**src/rtl/led_pattern_sequencer.sv**
```systemverilog
// Four-LED pattern controller: shared tick prescaler, OFF/BLINK/CHASE/ALL_ON mode FSM.
// Define DEBOUNCE_EN to insert a per-switch stability filter after the synchronizers.
module led_pattern_sequencer #(
  parameter int g_CLKS_PER_TICK = 1250000,
  parameter int g_DEBOUNCE_CLKS = 250000
) (
  input  logic       i_Clk,
  input  logic       i_Rst_L,
  input  logic       i_Switch_1,
  input  logic       i_Switch_2,
  output logic       o_LED_1,
  output logic       o_LED_2,
  output logic       o_LED_3,
  output logic       o_LED_4,
  output logic [1:0] o_Mode
);

  localparam int PW = $clog2(g_CLKS_PER_TICK);

  typedef enum logic [1:0] {
    MODE_OFF    = 2'd0,
    MODE_BLINK  = 2'd1,
    MODE_CHASE  = 2'd2,
    MODE_ALL_ON = 2'd3
  } mode_t;

  mode_t         mode;
  logic [PW-1:0] presc;
  logic [3:0]    tick_idx;
  logic [3:0]    leds;
  logic [1:0]    sw_s1;
  logic [1:0]    sw_s2;
  logic [1:0]    filt;
  logic          filt1_prev;
  logic          press;
  logic          pause;
  logic          tick;

  // Bit 0 carries switch 1, bit 1 carries switch 2.
  // NOTE: non-blocking assignments keep every flop sampling pre-edge values, so s1->s2 is a real two-stage chain.
  always_ff @(posedge i_Clk) begin
    if (!i_Rst_L) begin
      sw_s1 <= '0;
      sw_s2 <= '0;
    end else begin
      sw_s1 <= {i_Switch_2, i_Switch_1};
      sw_s2 <= sw_s1;
    end
  end

`ifdef DEBOUNCE_EN
  localparam int DW = (g_DEBOUNCE_CLKS > 1) ? $clog2(g_DEBOUNCE_CLKS) : 1;
  logic [DW-1:0] db_cnt [2];

  // A switch must disagree with its filtered level for g_DEBOUNCE_CLKS clocks before the level flips.
  always_ff @(posedge i_Clk) begin
    if (!i_Rst_L) begin
      filt <= '0;
      for (int i = 0; i < 2; i++) db_cnt[i] <= '0;
    end else begin
      for (int i = 0; i < 2; i++) begin
        if (sw_s2[i] == filt[i]) begin
          db_cnt[i] <= '0;
        end else if (db_cnt[i] == DW'(g_DEBOUNCE_CLKS - 1)) begin
          filt[i]   <= sw_s2[i];
          db_cnt[i] <= '0;
        end else begin
          db_cnt[i] <= db_cnt[i] + 1'b1;
        end
      end
    end
  end
`else
  assign filt = sw_s2;
`endif

  assign press = filt[0] & ~filt1_prev;
  assign pause = filt[1];
  assign tick  = (presc == PW'(g_CLKS_PER_TICK - 1)) & ~pause;

  // A press outranks a same-cycle tick: the tick is dropped and the new mode starts from its entry value.
  always_ff @(posedge i_Clk) begin
    if (!i_Rst_L) begin
      mode       <= MODE_OFF;
      presc      <= '0;
      tick_idx   <= '0;
      leds       <= '0;
      filt1_prev <= 1'b0;
    end else begin
      filt1_prev <= filt[0];
      if (press) begin
        presc    <= '0;
        tick_idx <= '0;
        unique case (mode)
          MODE_OFF:    begin mode <= MODE_BLINK;  leds <= 4'b0000; end
          MODE_BLINK:  begin mode <= MODE_CHASE;  leds <= 4'b0001; end
          MODE_CHASE:  begin mode <= MODE_ALL_ON; leds <= 4'b1111; end
          MODE_ALL_ON: begin mode <= MODE_OFF;    leds <= 4'b0000; end
          default:     begin mode <= MODE_OFF;    leds <= 4'b0000; end
        endcase
      end else if (!pause) begin
        if (tick) begin
          presc    <= '0;
          tick_idx <= (tick_idx == 4'd9) ? 4'd0 : tick_idx + 4'd1;
          case (mode)
            MODE_BLINK: leds <= leds ^ {tick_idx == 4'd9,
                                        (tick_idx == 4'd4) || (tick_idx == 4'd9),
                                        tick_idx[0],
                                        1'b1};
            MODE_CHASE: if (tick_idx[0]) leds <= {leds[2:0], leds[3]};
            default:    leds <= leds;
          endcase
        end else begin
          presc <= presc + 1'b1;
        end
      end
    end
  end

  assign o_LED_1 = leds[0];
  assign o_LED_2 = leds[1];
  assign o_LED_3 = leds[2];
  assign o_LED_4 = leds[3];
  assign o_Mode  = mode;

endmodule

```
**config.mk**
```make
export PLATFORM = sky130hd
export DESIGN_NAME = led_pattern_sequencer
export DESIGN_NICKNAME = d
export VERILOG_FILES = /design/src/rtl/led_pattern_sequencer.sv
export SDC_FILE = /design/constraint.sdc
export NUM_CORES = 1
export LEC_CHECK = 0
export ABC_AREA = 1
export CAP_MARGIN = 20
export CORE_MARGIN = 2
export CORE_UTILIZATION = 55
export CTS_BUF_LIST = sky130_fd_sc_hd__clkbuf_4 sky130_fd_sc_hd__clkbuf_8
export DETAILED_ROUTE_END_ITERATION = 16
export PLACE_DENSITY = 0.77
export SKIP_CTS_REPAIR_TIMING = 1
export SLEW_MARGIN = 20
export SYNTH_ARGS = -nofsm -noshare
export SYNTH_HDL_FRONTEND = slang
export SYNTH_SLANG_ARGS = --single-unit
```
**constraint.sdc**
```tcl
create_clock -name i_Clk -period 4.5 [get_ports i_Clk]
set_input_delay 0.45 -clock i_Clk [delete_from_list [all_inputs] [get_ports i_Clk]]
set_output_delay 0.45 -clock i_Clk [all_outputs]
set_load 0.005 [all_outputs]
```
==> results.md <==
* Root Buffer: clkbuf_4
* Chip width at ~63 um
* Number of synthesized flops with an enable pin at 0
* Internal at between 0.4 and 0.5 mW
* Cells after Synth at 279
* Compound-Gate Fraction of Synth Area at 8.06%
* Setup TNS at 0 ns
* GR Overflow Total at 0
* Final Hold Viols at 0
* Max_slew headroom at 79.8%
* Ant diodes at 0
* Final worst-path cycle share at 38.9%
* Reg power frac at 52.5%
* Vias at 1663
* Fmax at 571 MHz
* # rows at 21
* Slowest CP cell: clkdlybuf4s50_1
* RR Startpoint: presc[0]
* Hold Crit Endpoint: filt[0]
* Die area at 0.00393 sq mm
* Worst hold path stage count at 2
* CTS tree: done
* RSZ-0062 raised after global routing: false
* Skew-Pair Late Insertion Delay at ~0.35 ns
* Data required time of the worst path at 4.78 ns
* Area grow syn2layout at 12.0%
* Remaining antenna violation count after routing at 0
* Number of DRC markers in iteration 0 at 142
* Comb pwr share at 6.2%
* Post-synthesis sequential area ratio at 38.0%
* Layout Utilization at 64.1%
* Cells on worst reg2reg path at 10
* Die H at 62.7 um
* Most frequent cells in the layout: nand2_1, nor2_1, inv_1, dfxtp_1, nand3_1
* Final setup fails at 0
* HP Start: sw_s1[0]
* Dpl hpwl at 2690 um
* Syn_nets at 287
* GP Congestion at 0.807
* WL per Instance at 10.5 um
* H-tree depth at 2
* Ys async rst share at 0%
* Final nets at 301
* Synth Cell Area at 0.00189 sq mm
* Vias in the first global route at ~1600
* Min Hold Slack at roughly 0.43 ns
* Placed cells at 332
* Share of cells above drive strength 1 at about an eighth
* PortBufs at 9
* IO Pins at 10
* CP endpoint kind: register
* CP max stage delay at 0.64 ns
* Max FO, Critical Path at 11
* Post-synthesis cell type count at 28
* Worst Hold Class: reg2reg
* Total CTS buffers at 5
* Drc violations at 0
* CP cell instances: clkdlybuf4s50_1 -> inv_1 -> nor2_2 -> nand2_4 -> inv_2 -> o21ai_0 -> nor2_1
* Most common cell after layout, fill and taps aside: nand2_1
* Maximum vdd ir drop at approximately 0.00021 V
* Crit path kind: in2reg
* Dominant synthesized flop cell: dfxtp_1
* Synth Warn # at 0
* Starting Density at 57.2%
* Synth Area in Simple Gates at 40.2%
* FF+latch count, synth at 36
* Syn Area/Cell at 6.79 sq um
* Initial antenna violation count at 0
* Clk pwr share at between 40% and 50%
* Adder-Cell Fraction of Synth Area at 2.64%
* WP data arrival at 2.03 ns
* Largest net degree at the start of global routing at 12
* Max_cap viols at 0
* Sink Count at 36
* Worst-Margin Slew at a little over 0.3 ns
* Gr usage total at 21.2%
* Critical Path Start Type: input pin
* Largest family of logic cells by synthesized area: simple AND/OR/NAND/NOR gates
* Core area at ~0.0033 sq mm
* Via-to-Cell Ratio at 4.89
* Drt pass-1 iters at 4
* WL final at ~3600 um
* Post-synthesis mux area share at 0%
* RR Endpoint: presc[14]
* Maximum root-to-sink buffer count at 2
* Clk_skew at 0.0150 ns
* Power density cells at approximately 300 mW/mm^2
* Minimum clock period at around 1.7 ns
* Switch share at 22.3%
* Psw at between 0.1 and 0.15 mW
* Reg2reg setup slack at between 2 and 3 ns
* Synth Area in XOR/XNOR at under 10%
* First-pass GRT wire length at 6750 um
* Status: completed
* Clock transition at the registers of the reported paths at 0.11 ns
* Pins Over Slew Limit at 0
* Cell Count, Final, Fillers Out at 340
* Leak at 0.873 nW
routing by layer:
metal / global-route usage [%] / wire length [um] / up-vias
met5: 0 / 0 / -
met4: 7.50 / 35 / 0
met3: 4.86 / 146 / 6
met2: 32.9 / 1550 / 25
met1: 29.0 / 1830 / 726
li1: - / - / 906
worst max path at each step:
stage                   from   endpoint  slack (ns)  cells after the start
floorplan           presc[0]   presc[9]        3.07                     11
global placement     i_Rst_L  presc[14]        2.47                      7
detailed placement   i_Rst_L  presc[14]        2.39                      7
CTS                  i_Rst_L  presc[14]        2.75                      7
global route        presc[0]  presc[14]        2.62                     10
finish               i_Rst_L  presc[14]        2.75                      7
Yosys cell counts, types with 4 or more instances:
cell,n,area (sq um)
o21ai_0,11,55.1
nand3_2,5,50.1
nand2_1,69,259
nor2_1,46,173
inv_2,4,15.0
nor2_2,9,56.3
a21oi_1,10,50.1
inv_1,36,135
ha_1,4,50.1
nand3_1,20,100
dfxtp_1,36,721
sequential cells by signal, summed over array words and instances (netlist names):
| name | count |
|---|---|
| leds | 4 |
| presc | 21 |
| filt | 2 |
| filt1_prev | 1 |
| sw_s1 | 2 |
| tick_idx | 4 |
| o_Mode | 2 |
metrics by stage:
| step | worst slack, ns | cell area [sq um] | total power [mW] |
|---|---|---|---|
| final | 2.75 | 2120 | 0.630 |
| after global routing | 2.62 | 2120 | 0.654 |
| after CTS | 2.75 | 2120 | 0.635 |
| after detailed placement | 2.39 | 2030 | 0.377 |
| after global placement | 2.47 | 2030 | 0.376 |
| after floorplan | 3.07 | 1890 | 0.364 |
final cells by class:
| cell class | instances | area, sq um |
|---|---|---|
| clock buffer | 7 | 65.1 |
| clock inverter | 1 | 30.0 |
| fill | 322 | 1190 |
| inverter | 40 | 150 |
| multi-input combinational | 201 | 1010 |
| sequential | 36 | 721 |
| tap | 46 | 57.6 |
| timing repair buffer | 9 | 90.1 |
worst max-delay path, delay by kind of cell:
kind            cells  cell delay (ns)
simple gates        3             0.49
compound gates      1             0.12
buf+inv             3             0.97
cells by family (layout without fill, tap and decap cells):
group / count (synthesis) / after routing
buffers and inverters: 42 / 57
adders and majority gates: 4 / 4
and+or+nand+nor: 164 / 164
DFF: 36 / 36
xor gates and xnor gates: 5 / 5
AOI/OAI and AO/OA: 28 / 28
power groups by stage:
stage,registers [mW],logic [mW],clock network [mW]
2_1_floorplan,0.337,0.0275,0
3_3_place_gp,0.338,0.0385,0
3_5_place_dp,0.338,0.0391,0
4_1_cts,0.331,0.0393,0.265
5_1_grt,0.332,0.0456,0.276
6_report,0.331,0.0390,0.260
Note: power is estimated with default switching activity, not from simulation.
